$ cat src/rtl/stage_mem_lsu_pkg.sv
// Shared types and constants for the MEM stage load/store unit.
// Holds the FSM state enum, load funct3 codes and access-size masks.
package stage_mem_lsu_pkg;

    typedef enum logic [1:0] {
        IDLE     = 2'd0,
        REQ      = 2'd1,
        WAIT_RSP = 2'd2
    } lsu_state_e;

    localparam logic [2:0] F3_LB  = 3'b000;
    localparam logic [2:0] F3_LH  = 3'b001;
    localparam logic [2:0] F3_LW  = 3'b010;
    localparam logic [2:0] F3_LD  = 3'b011;
    localparam logic [2:0] F3_LBU = 3'b100;
    localparam logic [2:0] F3_LHU = 3'b101;
    localparam logic [2:0] F3_LWU = 3'b110;

    localparam logic [7:0] WM_B = 8'h01;
    localparam logic [7:0] WM_H = 8'h03;
    localparam logic [7:0] WM_W = 8'h0F;
    localparam logic [7:0] WM_D = 8'hFF;

    // Low address bits that must be zero for an access of this size.
    function automatic logic [2:0] align_mask(input logic [7:0] wm);
        logic [3:0] n;
        n = '0;
        for (int i = 0; i < 8; i++) begin
            n = n + {3'b000, wm[i]};
        end
        return 3'(n - 4'd1);
    endfunction

endpackage

$ cat src/rtl/stage_mem_lsu_if.sv
// Data-memory request/response bus (valid/grant/rvalid).
// master = load/store unit side, slave = memory side.
interface stage_mem_lsu_if;

    logic        dmem_req_o;
    logic        dmem_we_o;
    logic [63:0] dmem_addr_o;
    logic [63:0] dmem_wdata_o;
    logic [7:0]  dmem_be_o;
    logic        dmem_gnt_i;
    logic        dmem_rvalid_i;
    logic [63:0] dmem_rdata_i;

    modport master (
        output dmem_req_o, dmem_we_o, dmem_addr_o,
        output dmem_wdata_o, dmem_be_o,
        input  dmem_gnt_i, dmem_rvalid_i, dmem_rdata_i
    );

    modport slave (
        input  dmem_req_o, dmem_we_o, dmem_addr_o,
        input  dmem_wdata_o, dmem_be_o,
        output dmem_gnt_i, dmem_rvalid_i, dmem_rdata_i
    );

endinterface

$ cat src/rtl/stage_mem_lsu_load_align.sv
// Load data alignment: shift the 64-bit read word down by the byte
// offset, then sign/zero-extend by funct3. Ports: rdata_i, off_i, funct3_i -> load_data_o.
module mem_load_align
    import stage_mem_lsu_pkg::*;
(
    input  logic [63:0] rdata_i,
    input  logic [2:0]  off_i,
    input  logic [2:0]  funct3_i,
    output logic [63:0] load_data_o
);

    logic [63:0] sh;

    always_comb begin
        sh = rdata_i >> {off_i, 3'b000};
        load_data_o = '0;
        unique case (funct3_i)
            F3_LB:   load_data_o = {{56{sh[7]}}, sh[7:0]};
            F3_LH:   load_data_o = {{48{sh[15]}}, sh[15:0]};
            F3_LW:   load_data_o = {{32{sh[31]}}, sh[31:0]};
            F3_LD:   load_data_o = sh;
            F3_LBU:  load_data_o = {56'h0, sh[7:0]};
            F3_LHU:  load_data_o = {48'h0, sh[15:0]};
            F3_LWU:  load_data_o = {32'h0, sh[31:0]};
            default: load_data_o = '0;
        endcase
    end

endmodule

$ cat src/rtl/stage_mem_lsu.sv
// MEM stage + MEM/WB register: issues dmem transactions, stalls until done.
// Ports: EXE/MEM bundle in, dmem master bus, stall_o, registered WB bundle out.
module stage_mem_lsu
    import stage_mem_lsu_pkg::*;
#(
    parameter int DATA_W   = 64,
    parameter int MAX_WAIT = 16
) (
    input  logic              clk,
    input  logic              nrst,
    input  logic              valid_in,
    input  logic [DATA_W-1:0] ALUResult,
    input  logic [DATA_W-1:0] rd_data2,
    input  logic              MemWrite,
    input  logic              MemRead,
    input  logic              RegWrite,
    input  logic [1:0]        MemToReg,
    input  logic [7:0]        wmask,
    input  logic [31:0]       pc_in,
    input  logic [31:0]       inst_in,
    output logic              stall_o,
    stage_mem_lsu_if.master   dmem,
    output logic              wb_valid_o,
    output logic [DATA_W-1:0] alu_result_o,
    output logic [DATA_W-1:0] load_data_o,
    output logic [4:0]        rd_o,
    output logic              RegWrite_o,
    output logic [1:0]        MemToReg_o,
    output logic [31:0]       pc_o,
    output logic [31:0]       inst_o,
    output logic              misaligned_o,
    output logic              bus_err_o
);

    localparam int CW = $clog2(MAX_WAIT);
    localparam logic [CW-1:0] LAST = CW'(MAX_WAIT - 1);

    lsu_state_e    state_q, state_d;
    logic [CW-1:0] cnt_q, cnt_d;

    logic [2:0]  off;
    logic        mem_op, misal, idle_err;
    logic        stall_c, wb_load, rsp_ok, timeout, in_req;
    logic [63:0] ld_aligned;

    logic        wb_valid_q, rw_q, mis_q, berr_q;
    logic [63:0] alu_q, load_q;
    logic [4:0]  rd_q;
    logic [1:0]  m2r_q;
    logic [31:0] pc_q, inst_q;

    assign off      = ALUResult[2:0];
    assign mem_op   = valid_in & (MemRead | MemWrite);
    assign misal    = |(off & align_mask(wmask));
    assign idle_err = (state_q == IDLE) & mem_op;

    mem_load_align u_align (
        .rdata_i     (dmem.dmem_rdata_i),
        .off_i       (off),
        .funct3_i    (inst_in[14:12]),
        .load_data_o (ld_aligned)
    );

    always_comb begin
        state_d = state_q;
        cnt_d   = cnt_q;
        stall_c = 1'b0;
        wb_load = 1'b0;
        rsp_ok  = 1'b0;
        timeout = 1'b0;
        unique case (state_q)
            IDLE: begin
                if (mem_op && !misal) begin
                    stall_c = 1'b1;
                    state_d = REQ;
                end else begin
                    wb_load = 1'b1;
                end
            end
            REQ: begin
                stall_c = 1'b1;
                // rvalid seen together with gnt belongs to nothing yet
                if (dmem.dmem_gnt_i) begin
                    state_d = WAIT_RSP;
                    cnt_d   = '0;
                end
            end
            WAIT_RSP: begin
                cnt_d = cnt_q + CW'(1);
                if (dmem.dmem_rvalid_i) begin
                    rsp_ok  = 1'b1;
                    wb_load = 1'b1;
                    state_d = IDLE;
                end else if (cnt_q == LAST) begin
                    timeout = 1'b1;
                    wb_load = 1'b1;
                    state_d = IDLE;
                end else begin
                    stall_c = 1'b1;
                end
            end
            default: state_d = IDLE;
        endcase
    end

    // Gated by nrst so the hold releases as soon as reset asserts.
    assign stall_o = stall_c & nrst;

    assign in_req             = (state_q == REQ);
    assign dmem.dmem_req_o    = in_req;
    assign dmem.dmem_we_o     = in_req & MemWrite;
    assign dmem.dmem_addr_o   = in_req ? {ALUResult[63:3], 3'b000} : '0;
    assign dmem.dmem_be_o     = in_req ? (wmask << off) : '0;
    assign dmem.dmem_wdata_o  = in_req ? (rd_data2 << {off, 3'b000}) : '0;

    always_ff @(posedge clk or negedge nrst) begin
        if (!nrst) begin
            state_q    <= IDLE;
            cnt_q      <= '0;
            wb_valid_q <= 1'b0;
            alu_q      <= '0;
            load_q     <= '0;
            rd_q       <= '0;
            rw_q       <= 1'b0;
            m2r_q      <= '0;
            pc_q       <= '0;
            inst_q     <= '0;
            mis_q      <= 1'b0;
            berr_q     <= 1'b0;
        end else begin
            state_q <= state_d;
            cnt_q   <= cnt_d;
            if (wb_load) begin
                wb_valid_q <= valid_in;
                alu_q      <= ALUResult;
                load_q     <= (rsp_ok & MemRead) ? ld_aligned : '0;
                rd_q       <= inst_in[11:7];
                rw_q       <= valid_in & RegWrite & ~idle_err & ~timeout;
                m2r_q      <= MemToReg;
                pc_q       <= pc_in;
                inst_q     <= inst_in;
                mis_q      <= idle_err;
                berr_q     <= timeout;
            end else begin
                wb_valid_q <= 1'b0;
            end
        end
    end

    assign wb_valid_o   = wb_valid_q;
    assign alu_result_o = alu_q;
    assign load_data_o  = load_q;
    assign rd_o         = rd_q;
    assign RegWrite_o   = rw_q;
    assign MemToReg_o   = m2r_q;
    assign pc_o         = pc_q;
    assign inst_o       = inst_q;
    assign misaligned_o = mis_q;
    assign bus_err_o    = berr_q;

endmodule

$ cat src/flat_wrapper.sv
// flat-port wrapper written by rule: the top's interface ports become plain ports
module stage_mem_lsu_flat import stage_mem_lsu_pkg::*;
#(
    parameter int DATA_W   = 64,
    parameter int MAX_WAIT = 16
)
  (clk, nrst, valid_in, ALUResult, rd_data2, MemWrite, MemRead, RegWrite, MemToReg, wmask, pc_in, inst_in, stall_o, wb_valid_o, alu_result_o, load_data_o, rd_o, RegWrite_o, MemToReg_o, pc_o, inst_o, misaligned_o, bus_err_o, dmem_dmem_req_o, dmem_dmem_we_o, dmem_dmem_addr_o, dmem_dmem_wdata_o, dmem_dmem_be_o, dmem_dmem_gnt_i, dmem_dmem_rvalid_i, dmem_dmem_rdata_i);
  stage_mem_lsu_if dmem_i ();
  input  logic clk;
  input  logic nrst;
  input  logic valid_in;
  input  logic [DATA_W-1:0] ALUResult;
  input  logic [DATA_W-1:0] rd_data2;
  input  logic MemWrite;
  input  logic MemRead;
  input  logic RegWrite;
  input  logic [1:0] MemToReg;
  input  logic [7:0] wmask;
  input  logic [31:0] pc_in;
  input  logic [31:0] inst_in;
  output logic stall_o;
  output logic wb_valid_o;
  output logic [DATA_W-1:0] alu_result_o;
  output logic [DATA_W-1:0] load_data_o;
  output logic [4:0] rd_o;
  output logic RegWrite_o;
  output logic [1:0] MemToReg_o;
  output logic [31:0] pc_o;
  output logic [31:0] inst_o;
  output logic misaligned_o;
  output logic bus_err_o;
  output wire logic [$bits(dmem_i.dmem_req_o)-1:0] dmem_dmem_req_o;
  output wire logic [$bits(dmem_i.dmem_we_o)-1:0] dmem_dmem_we_o;
  output wire logic [$bits(dmem_i.dmem_addr_o)-1:0] dmem_dmem_addr_o;
  output wire logic [$bits(dmem_i.dmem_wdata_o)-1:0] dmem_dmem_wdata_o;
  output wire logic [$bits(dmem_i.dmem_be_o)-1:0] dmem_dmem_be_o;
  input wire logic [$bits(dmem_i.dmem_gnt_i)-1:0] dmem_dmem_gnt_i;
  input wire logic [$bits(dmem_i.dmem_rvalid_i)-1:0] dmem_dmem_rvalid_i;
  input wire logic [$bits(dmem_i.dmem_rdata_i)-1:0] dmem_dmem_rdata_i;
  assign dmem_dmem_req_o = dmem_i.dmem_req_o;
  assign dmem_dmem_we_o = dmem_i.dmem_we_o;
  assign dmem_dmem_addr_o = dmem_i.dmem_addr_o;
  assign dmem_dmem_wdata_o = dmem_i.dmem_wdata_o;
  assign dmem_dmem_be_o = dmem_i.dmem_be_o;
  assign dmem_i.dmem_gnt_i = dmem_dmem_gnt_i;
  assign dmem_i.dmem_rvalid_i = dmem_dmem_rvalid_i;
  assign dmem_i.dmem_rdata_i = dmem_dmem_rdata_i;
  stage_mem_lsu #(.DATA_W(DATA_W), .MAX_WAIT(MAX_WAIT)) u_core (.clk(clk), .nrst(nrst), .valid_in(valid_in), .ALUResult(ALUResult), .rd_data2(rd_data2), .MemWrite(MemWrite), .MemRead(MemRead), .RegWrite(RegWrite), .MemToReg(MemToReg), .wmask(wmask), .pc_in(pc_in), .inst_in(inst_in), .stall_o(stall_o), .dmem(dmem_i), .wb_valid_o(wb_valid_o), .alu_result_o(alu_result_o), .load_data_o(load_data_o), .rd_o(rd_o), .RegWrite_o(RegWrite_o), .MemToReg_o(MemToReg_o), .pc_o(pc_o), .inst_o(inst_o), .misaligned_o(misaligned_o), .bus_err_o(bus_err_o));
endmodule
$ cat config.mk
export PLATFORM = sky130hd
export DESIGN_NAME = stage_mem_lsu_flat
export DESIGN_NICKNAME = d
export VERILOG_FILES = /design/src/rtl/stage_mem_lsu_pkg.sv /design/src/rtl/stage_mem_lsu_if.sv /design/src/rtl/stage_mem_lsu_load_align.sv /design/src/rtl/stage_mem_lsu.sv /design/src/flat_wrapper.sv
export SDC_FILE = /design/constraint.sdc
export NUM_CORES = 1
export LEC_CHECK = 0
export CELL_PAD_IN_SITES_DETAIL_PLACEMENT = 1
export CELL_PAD_IN_SITES_GLOBAL_PLACEMENT = 1
export CORE_AREA = 2 2 237 239
export DETAILED_ROUTE_END_ITERATION = 8
export DIE_AREA = 0 0 239 241
export PLACE_DENSITY_LB_ADDON = 0.05
export REMOVE_ABC_BUFFERS = 1
export SLEW_MARGIN = 5
export SYNTH_ARGS = -nofsm -noshare
export SYNTH_HDL_FRONTEND = slang
export SYNTH_SLANG_ARGS = --single-unit
$ cat constraint.sdc
create_clock -name clk -period 6.95 [get_ports clk]
set_input_delay 1.39 -clock clk [delete_from_list [all_inputs] [get_ports clk]]
set_output_delay 1.39 -clock clk [all_outputs]
set_load 0.1 [all_outputs]
# Word-level counts from Yosys, hierarchy flattened
# Index checks and enable logic that the tools add are counted.
# Widths: inputs -> output; s select.
[op_classes]
shift = 3
muxes = 25
eq_ne = 12
add_sub_neg = 9
reduce_logical = 8
n_bitwise = 12
[ops]
columns = ["operator", "n"]
rows = [
  ["$pmux 64 s7", 1],
  ["$mux 64", 3],
  ["$shl 64x6->64", 1],
  ["$shr 64x6->64", 1],
  ["$add 3x1->3", 6],
  ["$mux 1", 11],
  ["$eq 3x3->1 const B", 3],
  ["$and 1x1->1", 8],
  ["$mux 2", 4],
  ["$mux 8", 1],
  ["$pmux 4 s2", 1],
  ["$shl 8x3->8", 1],
  ["$eq 3x2->1 const B", 2],
  ["$pmux 2 s3", 1],
  ["$add 4x1->4 const B", 1],
  ["$eq 4x4->1 const B", 1],
  ["$mux 4", 1],
  ["$ne 2x2->1 const B", 2],
  ["$and 3x3->3", 1],
  ["$eq 3x1->1 const B", 1],
  ["$logic_not 3->1", 1],
  ["$ne 3x2->1 const B", 1],
  ["$pmux 1 s3", 1],
  ["$reduce_and 3->1", 1],
  ["other kinds (13)", 14],
]
[totals]
inputBits = 274
word_cells = 81
regBits = 209

# Logic depth before layout (Yosys ltp)
# Gate-level depths: netlist of run 1.
[depth]
word_depth = 15
mapped_depth = 16
ltp_nobuf = 14

# Cells and area by module
# From an unflattened synthesis of run 1, not the netlist that was laid out.
[hier_totals]
cells_unflattened = 1102
area_unflattened_um2 = 12911.1
[by_module_without_submodules]
columns = ["module", "area_per_inst_um2", "instances", "seq_area_each_um2", "cells_each"]
rows = [
  ["stage_mem_lsu", 10377.5, 1, 5104.9, 813],
  ["mem_load_align", 2533.7, 1, 0.0, 289],
]

# Least setup slack after synthesis of run 1
# OpenSTA, ideal clock, no wires.
[synth_timing]
kind = "input port to output port"
from = "in wmask[0]"
to = "out stall_o"
stages = 14
path_slack_ps = -640
arrival_ps = 6200
n_path_buf = 0
required_ps = 5560
path_cell_list = "ha_1 inv_1 ha_1 fa_1 fa_1 inv_1 ha_1 inv_1 fa_1 nand2b_1 nand3_1 nor2_1 o21bai_1 a21boi_0"
[synth_between]
elab_chain_len = 15
[synth_rtl]
columns = ["element", "line", "text"]
rows = [
  ["start, declared", "flat_wrapper.sv:18", "input logic [7:0] wmask;"],
  ["$add 1x1->2", "stage_mem_lsu_pkg.sv:29", "n = n + {3'b000, wm[i]};"],
  ["$add 3x1->3 (6 in series)", "stage_mem_lsu_pkg.sv:29", ""],
  ["$sub 3x1->3", "stage_mem_lsu_pkg.sv:31", "return 3'(n - 4'd1);"],
  ["$and 3x3->3", "stage_mem_lsu.sv:54", "assign misal = |(off & align_mask(wmask));"],
  ["$reduce_or 3->1", "stage_mem_lsu.sv:54", ""],
  ["$logic_not 1->1", "stage_mem_lsu.sv:73", "if (mem_op && !misal) begin"],
  ["$logic_and 1x1->1", "stage_mem_lsu.sv:73", ""],
  ["$mux 1", "stage_mem_lsu.sv:73", ""],
  ["$pmux 1 s3", "stage_mem_lsu.sv:71", "unique case (state_q)"],
  ["$and 1x1->1", "stage_mem_lsu.sv:107", "assign stall_o = stall_c & nrst;"],
  ["end, declared", "flat_wrapper.sv:21", "output logic stall_o;"],
]
# No other way between the ends.

# Worst setup path in the final report of run 1
# Same ends and word-level chain as after synthesis.

==> results of run 1 <==
## through the flow
step / setup slack (ns) / cell area [um2] / utilization [%]
final: 0.253 / 20200 / 36.9
after detailed placement: 0.251 / 19200 / 35.0
after floorplan: -2.69 / 12100 / -
after CTS: 0.218 / 20200 / 36.8
after global placement: 0.308 / 19200 / 35.0
after global routing: 0.00769 / 20200 / 36.9
## area by class of cell
type / count / area, um2 / share of cell area (%)
multi-input combinational: 863 / 6970 / 34.4
timing repair buffer: 630 / 6170 / 30.5
sequential: 204 / 5100 / 25.2
tap: 704 / 881 / 4.35
clock buffer: 36 / 769 / 3.80
clock inverter: 12 / 256 / 1.27
inverter: 18 / 67.6 / 0.334
antenna: 7 / 17.5 / 0.0866
## routing by layer
layer	track usage, %	vias up	wire (um)
li1	-	5417	-
met1	23.7	5969	24000
met2	35.8	317	31100
met3	4.66	61	3510
met4	4.85	4	1280
met5	0	-	27
## where the power goes
| group | internal, mW | switching [mW] | total [mW] |
|---|---|---|---|
| Combinational | 1.73 | 5.66 | 7.39 |
| Sequential | 1.61 | 0.229 | 1.84 |
| Clock | 1.04 | 0.587 | 1.62 |
| Total | 4.38 | 6.48 | 10.9 |
## flip-flops by register name, indices dropped and copies added, names as in the netlist
register / cells
u_core.MemToReg_o: 2
u_core.RegWrite_o: 1
u_core.alu_result_o: 64
u_core.bus_err_o: 1
u_core.cnt_q: 4
u_core.inst_o: 32
u_core.load_data_o: 64
u_core.misaligned_o: 1
u_core.pc_o: 32
u_core.state_q: 2
u_core.wb_valid_o: 1
## cells by family (layout without fill, tap and decap cells)
group                      after synthesis  in the layout  share of synthesized area (%)
AOI/OAI and AO/OA                      243            243                           14.4
xor gates and xnor gates                 1              1                          0.188
DFF                                    204            204                           40.3
adders and majority gates                9              9                           1.07
other                                    1             10                         0.0296
buffers and inverters                  130            696                           4.91
and+or+nand+nor                        328            328                           12.5
muxes                                  279            279                           26.6
## worst max-delay path by stage
stage / cells after the start / from / end
2_1_floorplan: 14 / wmask[0] / u_core.load_data_o[32]
3_3_place_gp: 16 / wmask[0] / stall_o
3_5_place_dp: 16 / wmask[0] / stall_o
4_1_cts: 16 / wmask[0] / stall_o
5_1_grt: 16 / wmask[0] / stall_o
6_report: 16 / wmask[0] / stall_o
## cell usage in the layout (no fill, tap or decap), types with 3 or more instances in the layout
| cell | synthesis | layout |
|---|---|---|
| o22a_1 | 10 | 10 |
| clkdlybuf4s50_1 | 0 | 557 |
| inv_1 | 17 | 16 |
| o21ai_0 | 40 | 40 |
| a31oi_1 | 9 | 9 |
| and3_1 | 8 | 8 |
| o211ai_1 | 17 | 17 |
| o21a_1 | 9 | 9 |
| mux4_2 | 32 | 32 |
| bufinv_16 | 0 | 7 |
| clkbuf_1 | 37 | 3 |
| o2bb2ai_1 | 7 | 7 |
| nand3_1 | 11 | 11 |
| and2_1 | 71 | 71 |
| clkbuf_8 | 0 | 6 |
| mux2_2 | 92 | 92 |
| a211oi_1 | 32 | 32 |
| clkbuf_16 | 0 | 27 |
| nor2_1 | 70 | 68 |
| dfrtp_1 | 204 | 204 |
| nor2b_1 | 29 | 28 |
| buf_12 | 0 | 3 |
| mux2i_1 | 101 | 101 |
| a41oi_2 | 20 | 20 |
| nand2_1 | 121 | 121 |
| a22oi_1 | 9 | 9 |
| fa_1 | 3 | 3 |
| a2bb2oi_1 | 16 | 16 |
| ha_1 | 6 | 6 |
| a41oi_1 | 4 | 4 |
| nand2b_1 | 7 | 7 |
| buf_4 | 16 | 66 |
| conb_1 | 1 | 3 |
| diode_2 | 0 | 7 |
| mux2_1 | 54 | 54 |
| a21oi_1 | 57 | 57 |
==> metrics, run 1 <==
Post-synth EDFFs=0; VDD IR max=0.412 mV; # placed instances=2419; Buf/Inv on CP=5; most frequent cells after synthesis=dfrtp_1, nand2_1, mux2i_1; worst stage delay on the critical path=0.53 ns; Clock Pin Slew Worst Setup and Hold Paths=0.06 ns; setup_tns=0 ns; Die Wd=239 um; Worst Hold Path EP=u_core.bus_err_o; ANT nets after route=0; R2R Path End=u_core.load_data_o[12]; Synth Flop Type=dfrtp_1; Tcrit/Tclk final=96.4%; final hold vios=0; area delta synth->final=59.7%; Slew HR=24.2%; slew at the pin closest to its max-slew limit=1.13 ns; CP arrival=5.31 ns; H-tree Lvls=1; mean post-synth cell area=10.6 um2; Synth async-reset ratio=100%; Final setup viols=0; Nets=2027; total track usage=19.8%; Num CTS Buffers=27; most numerous cell in the Yosys netlist=dfrtp_1; max_cap viols=0; vias per cell=4.76; Initial Util=23.1%; initial DRC count=488; Final Power=10.9 mW; Worst path slowest cell=fa_1; hold_ws=0.478 ns; FP Rows=86; Worst EP required=5.56 ns; Clock Path Buffers=3; DR DRC count=0; DR pass1 iterations=4; hold path depth=1; ranking of synthesized cells by area=dfrtp_1, mux2_2, mux2i_1; Clk Tree Root Cell=clkbuf_16; Worst Hold Launch=u_core.bus_err_o; setup bufs post-CTS=0; grt total ovfl=0; Worst Setup End Kind=output pin; Yosys top cell by area=dfrtp_1; critical-path cell list=clkdlybuf4s50_1, ha_1, inv_1, ha_1, fa_1, fa_1, inv_1, ha_1, inv_1, fa_1, nand2b_1, nand3_1, nor2_1, o21bai_1, a21boi_0, buf_12; vias in the first global route=12400; RSZ-0062 raised after global routing=false; critical path fanouts, max=5; fmax=149 MHz; routed wire length=59.9 mm; Clock Latency Late Sink=0.58 ns; CTS resizes=0; routability congestion estimate=0.774; # IOs=616; Die Area=57600 um2; LEAKAGE=8.10 nW; vias after detailed routing=11800; Hold Crit Class=flop to flop; RR Startpoint=u_core.state_q[1]; reg-to-reg slack, setup=4.19 ns; share of the synthesized area in the top cell type=40.3%; PortBufs=612; share of cells above drive strength 1=15.6%; initial antenna violation count=9; kind of critical path=primary input to output pin; post-synthesis sequential area ratio=40.3%; Power Density=537 nW/um2; R2R depth=5; count of cell types in the netlist=57; synth warn=0; Yosys reg bits=204; outcome=complete, no violations; post-synthesis cell area=12700 um2; pin count of the biggest net entering global routing=118; CTS tree=built; Period minus WS final=6.70 ns; hold_buf cts=0; core area=54900 um2; Clock Sinks=204; Final HPWL DP=44.3 mm; critical path launch point type=primary input; non-filler cells, final=2474; Final Skew=0.0282 ns; Pins Over Slew Limit=0; Routed wire per std cell=24.2 um; family with the most delay on the worst path=adder cells; synthesized instance count=1195; global-route wire length before repair=85.1 mm; die height=241 um; Fillers=6069
(Power assumes the default switching activity.)
==> inputs of run 2 (changes only) <==
Settings changed: CELL_PAD_IN_SITES_DETAIL_PLACEMENT 1 to 0, CELL_PAD_IN_SITES_GLOBAL_PLACEMENT 1 to 2, CORE_AREA 2 2 237 239 to 2 2 238 240, DIE_AREA 0 0 239 241 to 0 0 240 242.
==> run 2 against run 1 <==
  * Sequential cell count unchanged
  * Critical path depth is the same
  * Fmax up 0.61%
  * Die area rose by 0.84%
  * Total power is 0.80% lower
  * Via count decreased by 1.6%
  * Worst hold slack about the same
==> metrics, run 2 (synthesis results as in run 1) <==
outcome=complete, no violations (unchanged); Nets=2031 (was 2027); FP Rows=87 (was 86); kind of critical path=primary input to output pin (unchanged); Final setup viols=0 (unchanged); ANT nets after route=0 (unchanged); pin count of the biggest net entering global routing=135 (was 118); Slew HR=16.2% (was 24.2%); setup bufs post-CTS=0 (unchanged); area delta synth->final=60.4% (was 59.7%); Final Power=10.8 mW (was 10.9 mW); Die Wd=240 um (was 239 um); worst stage delay on the critical path=0.51 ns (was 0.53 ns); Final Skew=0.0316 ns (was 0.0282 ns); DR DRC count=0 (unchanged); critical-path cell list=clkdlybuf4s50_1, ha_1, inv_1, ha_1, fa_1, fa_1, inv_1, ha_1, inv_1, fa_1, nand2b_1, nand3_1, nor2_1, o21bai_1, a21boi_0, buf_12 (unchanged); Num CTS Buffers=28 (was 27); Clock Path Buffers=3 (unchanged); final hold vios=0 (unchanged); initial antenna violation count=10 (was 9); initial DRC count=448 (was 488); Buf/Inv on CP=5 (unchanged); slew at the pin closest to its max-slew limit=1.25 ns (was 1.13 ns); H-tree Lvls=1 (unchanged); Reg area=5100 um2 (unchanged); CTS resizes=0 (unchanged); R2R depth=5 (unchanged); final instance area=20300 um2 (was 20200 um2); multi-input logic area=6970 um2 (unchanged); Initial Util=22.7% (was 23.1%); LEAKAGE=8.12 nW (was 8.10 nW); CP Depth=16 (unchanged); Fillers=5676 (was 6069); core area=55700 um2 (was 54900 um2); DP Area=19300 um2 (was 19200 um2); Tcrit/Tclk final=95.8% (was 96.4%); final core area utilization=36.5% (was 36.9%); critical path launch point type=primary input (unchanged); CP arrival=5.27 ns (was 5.31 ns); grt total ovfl=0 (unchanged); RSZ-0062 raised after global routing=false (unchanged); Final HPWL DP=43.0 mm (was 44.3 mm); Clock Latency Late Sink=0.58 ns (about the same); Clk Tree Root Cell=clkbuf_16 (unchanged); most frequent cells in the layout=clkdlybuf4s50_1, dfrtp_1, nand2_1 (unchanged); Power Density=530 nW/um2 (was 537 nW/um2); # IOs=616 (unchanged); CTS tree=built (unchanged); max_cap viols=0 (unchanged); family with the most delay on the worst path=adder cells (unchanged); Pins Over Slew Limit=0 (unchanged); routed wire length=58.3 mm (was 59.9 mm); fmax=150 MHz (was 149 MHz); Hold Crit Class=flop to flop (unchanged); worst setup margin=0.294 ns (was 0.253 ns); PortBufs=612 (unchanged); Worst EP required=5.56 ns (about the same); share of cells above drive strength 1=15.9% (was 15.6%); VDD IR max=0.267 mV (was 0.412 mV); reg-to-reg slack, setup=4.26 ns (was 4.19 ns); vias in the first global route=12200 (was 12400); global-route wire length before repair=84.6 mm (was 85.1 mm); Clock Pin Slew Worst Setup and Hold Paths=0.06 ns (about the same); hold_buf cts=0 (unchanged); vias per cell=4.58 (was 4.76); routability congestion estimate=0.775 (was 0.774); Routed wire per std cell=23.1 um (was 24.2 um); Setup WS pre-CTS=0.308 ns (was 0.251 ns); critical path fanouts, max=5 (unchanged); Worst Setup End Kind=output pin (unchanged); die height=242 um (was 241 um); Worst path slowest cell=fa_1 (unchanged); DR pass1 iterations=5 (was 4); Clock Sinks=204 (unchanged); hold path depth=2 (was 1); hold_ws=0.478 ns (about the same); commonest non-fill, non-tap cell in the layout=clkdlybuf4s50_1 (unchanged); Period minus WS final=6.66 ns (was 6.70 ns); Die Area=58100 um2 (was 57600 um2); total track usage=19.6% (was 19.8%); vias after detailed routing=11600 (was 11800)
run 2: changes by cell type in the layout (fill, tap and decap cells not counted), sizes merged:
cell and change:
clkinv +6, bufinv -3, diode -3, buf +2
clkbuf +1, clkdlybuf4s50 +1, inv -1
run 2: power breakdown:
group	internal [mW]	leakage [nW]	switching, mW
clock	0.961	0.497	0.584
sequential	1.61	2.54	0.217
combinational	1.76	5.08	5.64
run 2: metal layers:
metal	GRT usage (%)	wire length [um]	part of all wire, %	vias up
met1	23.0	23100	40	5734
met2	35.0	30000	51	343
met4	4.71	1140	1.9	14
li1	-	-	-	5426
met5	0	90	0.15	-
met3	5.12	4010	6.9	67
run 2: area by class of cell:
class	count	area share (%)
Multi-Input combinational cell	863	34.3
Timing Repair Buffer	633	30.6
Sequential cell	204	25.1
Tap cell	756	4.65
Clock buffer	37	3.96
Clock inverter	14	0.973
Inverter	18	0.332
Antenna cell	4	0.0493
run 2: worst paths after layout:
path / from / endpoint
worst min-delay path: u_core.RegWrite_o / u_core.RegWrite_o
worst max register to register: u_core.state_q[1] / u_core.load_data_o[9]
worst min register to register: u_core.RegWrite_o / u_core.RegWrite_o
min in group asynchronous: nrst / u_core.inst_o[16]
max in group asynchronous: nrst / u_core.load_data_o[54]
worst max-delay path: wmask[0] / stall_o
run 2: tightest hold or removal path, stage by stage, from the launching register on:
cell and delay, ns:
dfrtp_1 0.34, nand2_1 0.05, o41ai_1 0.05
run 2: stage by stage:
stage | instances | setup TNS, ns
global route | 2528 | 0
global placement | 2474 | 0
finish | 2529 | 0
detailed placement | 2474 | 0
floorplan | 1085 | -502.73
CTS | 2525 | 0
